File: config.mk
export PLATFORM = sky130hd
export DESIGN_NAME = seg7_capture
export DESIGN_NICKNAME = d
export VERILOG_FILES = /design/src/rtl/seg7_capture.sv
export SDC_FILE = /design/constraint.sdc
export NUM_CORES = 1
export LEC_CHECK = 0
export ABC_AREA = 1
export CAP_MARGIN = 40
export CORE_MARGIN = 2
export CORE_UTILIZATION = 40
export CTS_CLUSTER_DIAMETER = 150
export DETAILED_ROUTE_END_ITERATION = 8
export HOLD_SLACK_MARGIN = 0.03
export PLACE_DENSITY = 0.56
export SYNTH_ARGS = -nofsm -noshare
export SYNTH_HDL_FRONTEND = slang
export SYNTH_SLANG_ARGS = --single-unit
File: constraint.sdc
create_clock -name clk -period 4.15 [get_ports clk]
set_input_delay 1.245 -clock clk [delete_from_list [all_inputs] [get_ports clk]]
set_output_delay 1.245 -clock clk [all_outputs]
set_load 0.005 [all_outputs]
File: src/rtl/seg7_capture.sv
// seg7_capture: watches the anode/cathode lines of a multiplexed 7-segment
// display driver and reconstructs the value shown on every digit.
// Optional feature: define SEG7_CAPTURE_DP_EN to also capture decimal points;
// without it cathode[7] is ignored and digit_dp stays 0.
module seg7_capture #(
  parameter int NUM_SEGMENTS  = 8,
  parameter int CLK_PER       = 10,
  parameter int REFR_RATE     = 1000,
  parameter int SETTLE_CYCLES = 4
) (
  input  logic                      clk,
  input  logic                      CPU_RESET,
  input  logic [NUM_SEGMENTS-1:0]   anode,
  input  logic [7:0]                cathode,
  output logic [4*NUM_SEGMENTS-1:0] digit_val,
  output logic [NUM_SEGMENTS-1:0]   digit_dp,
  output logic [NUM_SEGMENTS-1:0]   digit_valid,
  output logic                      frame_done,
  output logic                      glyph_err,
  output logic                      stale
);

  localparam int IW = (NUM_SEGMENTS > 1) ? $clog2(NUM_SEGMENTS) : 1;
`ifdef SEG7_CAPTURE_DP_EN
  localparam int CW = 8;
`else
  localparam int CW = 7;
`endif
  localparam logic [7:0]  SETTLE_LAST = 8'(SETTLE_CYCLES - 1);
  localparam logic [7:0]  SETTLE_SAT  = 8'(SETTLE_CYCLES);
  // Watchdog window: four nominal refresh periods, in clocks.
  localparam logic [63:0] WD_LIMIT_L  =
    64'd4_000_000_000 / (64'(CLK_PER) * 64'(REFR_RATE));
  localparam logic [31:0] WD_LIMIT    = 32'(WD_LIMIT_L);

  logic [NUM_SEGMENTS-1:0] anode_s1, anode_s2, anode_p;
  logic [CW-1:0]           cath_s1, cath_s2, cath_p;
  logic [7:0]              settle_cnt;
  logic [NUM_SEGMENTS-1:0] seen, seen_next;
  logic [31:0]             wd_cnt;
  logic                    stable, legal, capture, blank;
  logic [IW-1:0]           idx;
  logic [4:0]              dec;

  // Returns {hit, nibble} for an active-low CA..CG pattern.
  function automatic logic [4:0] decode(input logic [6:0] seg);
    case (seg)
      7'h40:   decode = {1'b1, 4'h0};
      7'h79:   decode = {1'b1, 4'h1};
      7'h24:   decode = {1'b1, 4'h2};
      7'h30:   decode = {1'b1, 4'h3};
      7'h19:   decode = {1'b1, 4'h4};
      7'h12:   decode = {1'b1, 4'h5};
      7'h02:   decode = {1'b1, 4'h6};
      7'h78:   decode = {1'b1, 4'h7};
      7'h00:   decode = {1'b1, 4'h8};
      7'h10:   decode = {1'b1, 4'h9};
      7'h08:   decode = {1'b1, 4'hA};
      7'h03:   decode = {1'b1, 4'hB};
      7'h46:   decode = {1'b1, 4'hC};
      7'h21:   decode = {1'b1, 4'hD};
      7'h06:   decode = {1'b1, 4'hE};
      7'h0E:   decode = {1'b1, 4'hF};
      default: decode = 5'h00;
    endcase
  endfunction

  // Two-flop synchronizers plus a one-cycle-old copy for the stability compare.
  always_ff @(posedge clk) begin
    if (CPU_RESET) begin
      anode_s1 <= '0;
      anode_s2 <= '0;
      anode_p  <= '0;
      cath_s1  <= '0;
      cath_s2  <= '0;
      cath_p   <= '0;
    end else begin
      // NOTE: non-blocking so each stage samples the previous stage's old
      // value; blocking assignments would collapse the chain into one flop.
      anode_s1 <= anode;
      anode_s2 <= anode_s1;
      anode_p  <= anode_s2;
      cath_s1  <= cathode[CW-1:0];
      cath_s2  <= cath_s1;
      cath_p   <= cath_s2;
    end
  end

  // Digit selection, stability and capture decision.
  always_comb begin
    // NOTE: every variable gets a default before the conditional loop so no
    // path leaves it unassigned, which would otherwise infer a latch.
    idx       = '0;
    stable    = (anode_s2 == anode_p) && (cath_s2 == cath_p);
    legal     = ($countones(~anode_s2) == 1);
    for (int i = 0; i < NUM_SEGMENTS; i++) begin
      if (!anode_s2[i]) idx = IW'(i);
    end
    capture   = stable && legal && (settle_cnt == SETTLE_LAST);
    dec       = decode(cath_s2[6:0]);
    blank     = (cath_s2[6:0] == 7'h7F);
    seen_next = seen | (NUM_SEGMENTS'(1) << idx);
  end

  // Settle counter: saturates past the capture point so a dwell captures once.
  always_ff @(posedge clk) begin
    if (CPU_RESET)                settle_cnt <= '0;
    else if (!stable || !legal)   settle_cnt <= '0;
    else if (settle_cnt != SETTLE_SAT) settle_cnt <= settle_cnt + 8'd1;
  end

  // Per-digit results, frame tracking and glyph error pulse.
  always_ff @(posedge clk) begin
    if (CPU_RESET) begin
      // NOTE: digit_val is a small register bank driving outputs, so it is
      // reset like any flop; a real RAM array would be left unreset.
      digit_val   <= '0;
      digit_valid <= '0;
      seen        <= '0;
      frame_done  <= 1'b0;
      glyph_err   <= 1'b0;
    end else begin
      frame_done <= 1'b0;
      glyph_err  <= 1'b0;
      if (capture) begin
        if (dec[4]) begin
          digit_val[4*idx +: 4] <= dec[3:0];
          digit_valid[idx]      <= 1'b1;
        end else begin
          digit_valid[idx] <= 1'b0;
          glyph_err        <= !blank;
        end
        if (&seen_next) begin
          seen       <= '0;
          frame_done <= 1'b1;
        end else begin
          seen <= seen_next;
        end
      end
    end
  end

`ifdef SEG7_CAPTURE_DP_EN
  // Decimal point follows every capture of its digit, blank or not.
  always_ff @(posedge clk) begin
    if (CPU_RESET)    digit_dp <= '0;
    else if (capture) digit_dp[idx] <= ~cath_s2[7];
  end
`else
  assign digit_dp = '0;
  logic unused_dp;
  assign unused_dp = cathode[7];
`endif

  // Watchdog: clocks since the last capture, saturating at the window.
  always_ff @(posedge clk) begin
    if (CPU_RESET) begin
      wd_cnt <= '0;
      stale  <= 1'b0;
    end else if (capture) begin
      wd_cnt <= '0;
      stale  <= 1'b0;
    end else if (wd_cnt < WD_LIMIT) begin
      wd_cnt <= wd_cnt + 32'd1;
      stale  <= (wd_cnt + 32'd1 == WD_LIMIT);
    end
  end

endmodule

==> impl_metrics.tcl, run 1 <==
set metrics [dict create \
    outcome "finished, final reports clean" \
    die_area_um2 18700 \
    drtIter0Drc 380 \
    p_seq_share_pct 41.4 \
    path_clk_slew_ns 0.06 \
    cts_sinks 136 \
    hold_violations 0 \
    crit_buf_inv 4 \
    critPathKind "reg -> reg" \
    total_leakage_power_nw 3.71 \
    hp-start "anode_s1[6]" \
    final_util_pct 49.9 \
    final_cell_mix "nand2_1, nor2_1, inv_1, dfxtp_1, a21oi_1" \
    slew_headroom_pct 45.2 \
    track_usage_pct 19.5 \
    finalCritPeriodShare_pct 97.3 \
    final_cells 1395 \
    worst_setup_path_start_kind "flip-flop" \
    fmax_mhz 248 \
    synth_top_family_by_area "simple AND/OR/NAND/NOR gates" \
    ys_warn_count 0 \
    min_path_type "reg -> reg" \
    crit_chain "fa_1, inv_1, fa_1, fa_1, ha_2, inv_1, fa_2, nand2_2, inv_2, nand4_1, nor2_1, nand4_1, buf_6, nor2_4, nand3_4, nand2_2, nand2_1, nor2_1" \
    slowest_stage "fa_1" \
    postRouteAntennaNets 0 \
    power_switching_share_pct 23.3 \
    synth_ff_type "dfxtp_1" \
    cp-startpoint "anode_s2[0]" \
    synthMuxAreaShare_pct 0 \
    power.share.clock_pct 51.0 \
    max_slew.worst_pin.slew_ns 0.822 \
    routabilityCongestion 0.872 \
    die_w_um 137 \
    path_delay_family "adder cells" \
    overflow 0 \
    clk_path_buf_depth 2 \
    cts_buffers 17 \
    avgSynthCellArea_um2 6.48 \
    io_pins 69 \
    h-tree-depth 4 \
    multi_input_area_um2 3660 \
    remaining_drc_errors 0 \
    grt_use_met1_pct 25.5 \
    ir_worst_vdd_mv 0.290 \
    synth-compound-area-share_pct 7.50 \
    grt_pass1_wl_um 29000 \
    drt-pass1-iter-count 5 \
    power_density_nw_per_um2 376 \
    skew_ns 0.0113 \
    crit_required_ns 4.50 \
    rsz0062_at_grt "true" \
    syn2layout_area_growth_pct 22.2 \
    finalCriticalPeriod_ns 4.04 \
    r2r-start "anode_s2[0]" \
    cts_hold_buffers 0 \
    cap_violations 0 \
    async_flop_share_pct 0 \
    setup_viol 0 \
    max_stage_delay_ns 0.54 \
    crit_path_end_kind "flip-flop" \
    routed_wl_um 17200 \
    drive_gt1_share_pct 8.80 \
    core.rowCount 48 \
    die_h_um 137 \
    synth_edf_count 0 \
    synth_area_um2 7060 \
    regArea_um2 2720 \
    portBuffers 59 \
    grt_pass1_vias 6117 \
    synth_seq_cells 136 \
    critical_path_peak_fanout 6 \
    synth_xor_area_share_pct 1.49 \
    globalRouteMet2Util_pct 31.9 \
    p_int_w 0.00249 \
    fillers 1770 \
    synthCells 1090 \
    arrival_ns 4.39 \
    synthAdderAreaFrac_pct 3.26 \
    path_common_cell "fa_1" \
    yosys.area_share.simple_pct 38.4 \
    synth_cell_types 41 \
    start_util_pct 40.8 \
    dp_hpwl_um 12500 \
    grtUsageMet3_pct 4.89 \
    grt_max_degree 81 \
    p_sw_w 0.000757 \
    ys_seq_area_share_pct 38.6 \
    cts_root_buffer "clkbuf_16" \
    fin_nets 1191 \
    final_common_cell "nand2_1" \
    coreArea_um2 17300 \
    antenna_found_initial 0 \
    n_antenna_cell 0 \
    combPwrFrac_pct 7.6 \
    clock_latency_ns 0.42 \
    place_inst 1359 \
    grt.busiest_layer "met2" \
    drv_slew 0 \
    vias_per_cell 4.72 \
    cts_tree "done" \
    wl_per_cell_um 12.4 \
    vias 6590 \
]
## registers in the layout (all words and copies together) (netlist names), named ones only
name        count
digit_val      32
wd_cnt         32
anode_p         8
anode_s1        8
anode_s2        8
seen            8
settle_cnt      8
cath_p          7
cath_s1         7
cath_s2         7
frame_done      1
glyph_err       1
stale           1
## path summary, 6_finish.rpt
| path | endpoint | slack [ns] | cells past startpoint |
|---|---|---|---|
| max reg2reg | digit_val[2] | 0.11 | 18 |
| min reg2reg | anode_s2[6] | 0.40 | 2 |
| max | digit_val[2] | 0.11 | 18 |
| min | anode_s2[6] | 0.40 | 2 |
## routing by layer
metal  routed length [um]  vias up  share of wire (%)
li1                     -     3520                  -
met1                 8440     2930                 49
met2                 7940      123                 46
met3                  683       17                4.0
met4                  184        0                1.1
met5                    0        -                  0
## tightest hold or removal path, cell delays in order, from the launching register on
cell and delay (ns):
dfxtp_1 0.29, inv_1 0.04, nor2_1 0.03
## cells by family (layout without fill, tap and decap cells)
group                    after synthesis  count (layout)
XOR/XNOR                              12              12
adder cells (fa/ha/maj)               16              16
other                                  1               8
flip-flops                           136             136
AO/OA/AOI/OAI                        101             101
AND/OR/NAND/NOR                      636             636
buffers and inverters                188             261
## final cells by class
type / count / share of cell area [%]
Tap cell: 225 / 3.26
Timing Repair Buffer: 75 / 8.51
Clock inverter: 10 / 1.91
Inverter: 154 / 6.70
Clock buffer: 22 / 5.61
Multi-Input combinational cell: 773 / 42.4
Sequential cell: 136 / 31.6
## metrics by stage
step | total power, W | setup TNS [ns] | instance area [um^2] | setup WS [ns] | hold slack (ns)
2_1_floorplan | 0.00154 | 0 | 7090 | 0.479 | 0.388
3_3_place_gp | 0.00160 | 0 | 7890 | 0.0702 | 0.389
3_5_place_dp | 0.00160 | 0 | 7890 | 0.0254 | 0.392
4_1_cts | 0.00326 | 0 | 8540 | 0.000526 | 0.401
5_1_grt | 0.00338 | -0.508 | 8630 | -0.102 | 0.416
6_report | 0.00324 | 0 | 8630 | 0.110 | 0.400
## synth_stat cells (3+ instances only)
cell type,instances,share of area [%]
inv_1,136,7.2
nand4_1,28,2.5
dfxtp_1,136,39
nand3_1,56,4.0
clkbuf_1,15,0.80
nand2_2,7,0.62
nand2_1,317,17
a21oi_1,63,4.5
inv_2,15,0.80
xor2_1,6,0.74
buf_2,6,0.43
o22ai_1,3,0.27
fa_1,4,1.1
clkinv_1,3,0.16
o21ai_0,25,1.8
nor3_2,8,1.1
buf_1,3,0.16
xnor2_1,6,0.74
nor3_1,23,1.6
buf_4,9,0.96
nor2_2,6,0.53
nor2_1,177,9.4
ha_1,12,2.1
## power by group through the flow
stage | clock network (W) | registers [W] | logic [W]
3_3_place_gp | 0 | 0.00137 | 0.000228
2_1_floorplan | 0 | 0.00137 | 0.000178
5_1_grt | 0.00175 | 0.00134 | 0.000284
6_report | 0.00165 | 0.00134 | 0.000248
3_5_place_dp | 0 | 0.00137 | 0.000230
4_1_cts | 0.00169 | 0.00134 | 0.000231
## what timing repair did
item,4_1_cts,5_1_grt
hold endpoints to repair,0,0
setup buffers,0,4
endpoints found under the setup margin,0,31
gates resized for setup,0,15
Note: power is estimated with default switching activity, not from simulation.
==> run 2, diff against run 1 <==
--- a/config.mk
+++ b/config.mk
@@ -12,6 +12,7 @@
 export CTS_CLUSTER_DIAMETER = 150
 export DETAILED_ROUTE_END_ITERATION = 8
 export HOLD_SLACK_MARGIN = 0.03
+export MAX_ROUTING_LAYER = met4
 export PLACE_DENSITY = 0.56
 export SYNTH_ARGS = -nofsm -noshare
 export SYNTH_HDL_FRONTEND = slang
==> impl_metrics.tcl, run 2 (synthesized netlist as in run 1, its figures left out) <==
set metrics [dict create \
    outcome "finished, final reports clean" \
    n_antenna_cell 0 \
    worst_setup_path_start_kind "flip-flop" \
    worstRegToRegCells 19 \
    rsz0062_at_grt "true" \
    critPathKind "reg -> reg" \
    path_clk_slew_ns 0.06 \
    grt_max_degree 81 \
    io_pins 69 \
    routabilityCongestion 0.899 \
    finalCritPeriodShare_pct 97.3 \
    cts_sinks 136 \
    dp_hpwl_um 12500 \
    arrival_ns 4.36 \
    die_w_um 137 \
    wl_per_cell_um 12.5 \
    cts_root_buffer "clkbuf_16" \
    track_usage_pct 20.6 \
    reg.largest.list "digit_val x32, wd_cnt x32" \
    tns_ns 0 \
    portBuffers 59 \
    skew_ns 0.0112 \
    slowest_stage "fa_1" \
    vias 6584 \
    fmax_mhz 248 \
    min_to "cath_s2[0]" \
    start_util_pct 40.8 \
    die_area_um2 18700 \
    final_common_cell "nand2_1" \
    total_leakage_power_nw 3.72 \
    crit_path_end_kind "flip-flop" \
    drt-pass1-iter-count 5 \
    crit_required_ns 4.47 \
    layout_setup_ws_ns 0.110 \
    setup_viol 0 \
    fin_nets 1190 \
    critical_path_peak_fanout 6 \
    grt_pass1_vias 6187 \
    crit_chain "fa_1, inv_2, fa_1, fa_1, ha_2, inv_1, fa_1, nand2_1, nand2_1, nor2_1, nand2_1, nor2_1, nand4_1, buf_6, nor2_4, buf_6, nand4_1, nand2_1, nor2_1" \
    antenna_found_initial 0 \
    clock_latency_ns 0.42 \
    h-tree-depth 4 \
    place_ws_ns 0.000161 \
    hold_path_depth 2 \
    cts_buffers 17 \
    max_slew.worst_pin.slew_ns 0.813 \
    cts_tree "done" \
    power_density_nw_per_um2 376 \
    regToRegSetupSlack_ns 0.11 \
    finalCriticalPeriod_ns 4.04 \
    die_h_um 137 \
    final_cell_mix "nand2_1, nor2_1, dfxtp_1" \
    ir_worst_vdd_mv 0.292 \
    routed_wl_um 17400 \
    r2r-start "anode_s2[0]" \
    overflow 0 \
    core.rowCount 48 \
    remaining_drc_errors 0 \
    syn2layout_area_growth_pct 22.3 \
    drtIter0Drc 347 \
    fillers 1819 \
    coreArea_um2 17300 \
    hp-start "cath_s1[0]" \
    cap_violations 0 \
    hold_violations 0 \
    place_inst 1358 \
    drive_gt1_share_pct 8.64 \
    postRouteAntennaNets 0 \
    final_util_pct 49.9 \
    vias_per_cell 4.72 \
    final_cells 1394 \
    r2r_end "digit_val[3]" \
    crit_buf_inv 4 \
    cts_hold_buffers 0 \
    max_stage_delay_ns 0.57 \
    clk_path_buf_depth 2 \
    slew_headroom_pct 45.8 \
    grt_pass1_wl_um 29800 \
    drv_slew 0 \
    min_path_type "reg -> reg" \
    path_delay_family "adder cells" \
]
## run 2: tightest hold or removal path, stage by stage, from the launching register on
cell     delay, ns
dfxtp_1       0.29
inv_1         0.04
nor2_1        0.03
## run 2: cell type report
class / instances / area (um^2) / area share [%]
clock inverters: 11 / 195 / 2.26
repair buffers: 74 / 731 / 8.46
flip-flops and latches: 136 / 2720 / 31.5
clock buffers: 21 / 450 / 5.22
inverters: 154 / 578 / 6.69
multi-input cells: 773 / 3680 / 42.6
well taps: 225 / 282 / 3.26
## run 2: through the flow
stage | instance area, um^2 | hold WS [ns] | total power (W)
2_1_floorplan | 7090 | 0.388 | 0.00154
3_3_place_gp | 7880 | 0.389 | 0.00160
3_5_place_dp | 7880 | 0.393 | 0.00160
4_1_cts | 8530 | 0.402 | 0.00327
5_1_grt | 8640 | 0.415 | 0.00338
6_report | 8640 | 0.399 | 0.00324
## run 2: routing by layer
| layer | wire, um | share of wire [%] | global-route usage [%] |
|---|---|---|---|
| met1 | 8690 | 50 | 26.9 |
| met3 | 588 | 3.4 | 4.56 |
| met2 | 7850 | 45 | 31.7 |
| met4 | 313 | 1.8 | 6.93 |
| met5 | 0 | 0 | - |
## run 2: how the worst max path moves through the flow
stage / start / cells after the start / endpoint / slack (ns)
6_report: anode_s2[0] / 19 / digit_val[3] / 0.11
3_5_place_dp: anode_s2[0] / 17 / digit_val[0] / 0.0002
4_1_cts: anode_s2[0] / 15 / flip-flop / 0.06
5_1_grt: anode_s2[0] / 19 / digit_val[0] / -0.1
3_3_place_gp: anode_s2[0] / 16 / digit_val[0] / 0.03
2_1_floorplan: anode_s2[0] / 14 / digit_val[16] / 0.48
## run 2: timing repair
| item | CTS | global route |
|---|---|---|
| endpoints found under the setup margin | 3 | 82 |
| pin swaps | 0 | 6 |
| buffers inserted | 0 | 4 |
| gates resized for setup | 1 | 19 |
| gates cloned | 0 | 0 |
## run 2: where the power goes
| group | leakage, nW | switching, W | total, W | internal, W |
|---|---|---|---|---|
| Clock | 0.316 | 0.000570 | 0.00166 | 0.00108 |
| Sequential | 1.10 | 0.0000154 | 0.00134 | 0.00133 |
| Combinational | 2.30 | 0.000161 | 0.000247 | 0.0000862 |
| Total | 3.72 | 0.000747 | 0.00324 | 0.00250 |
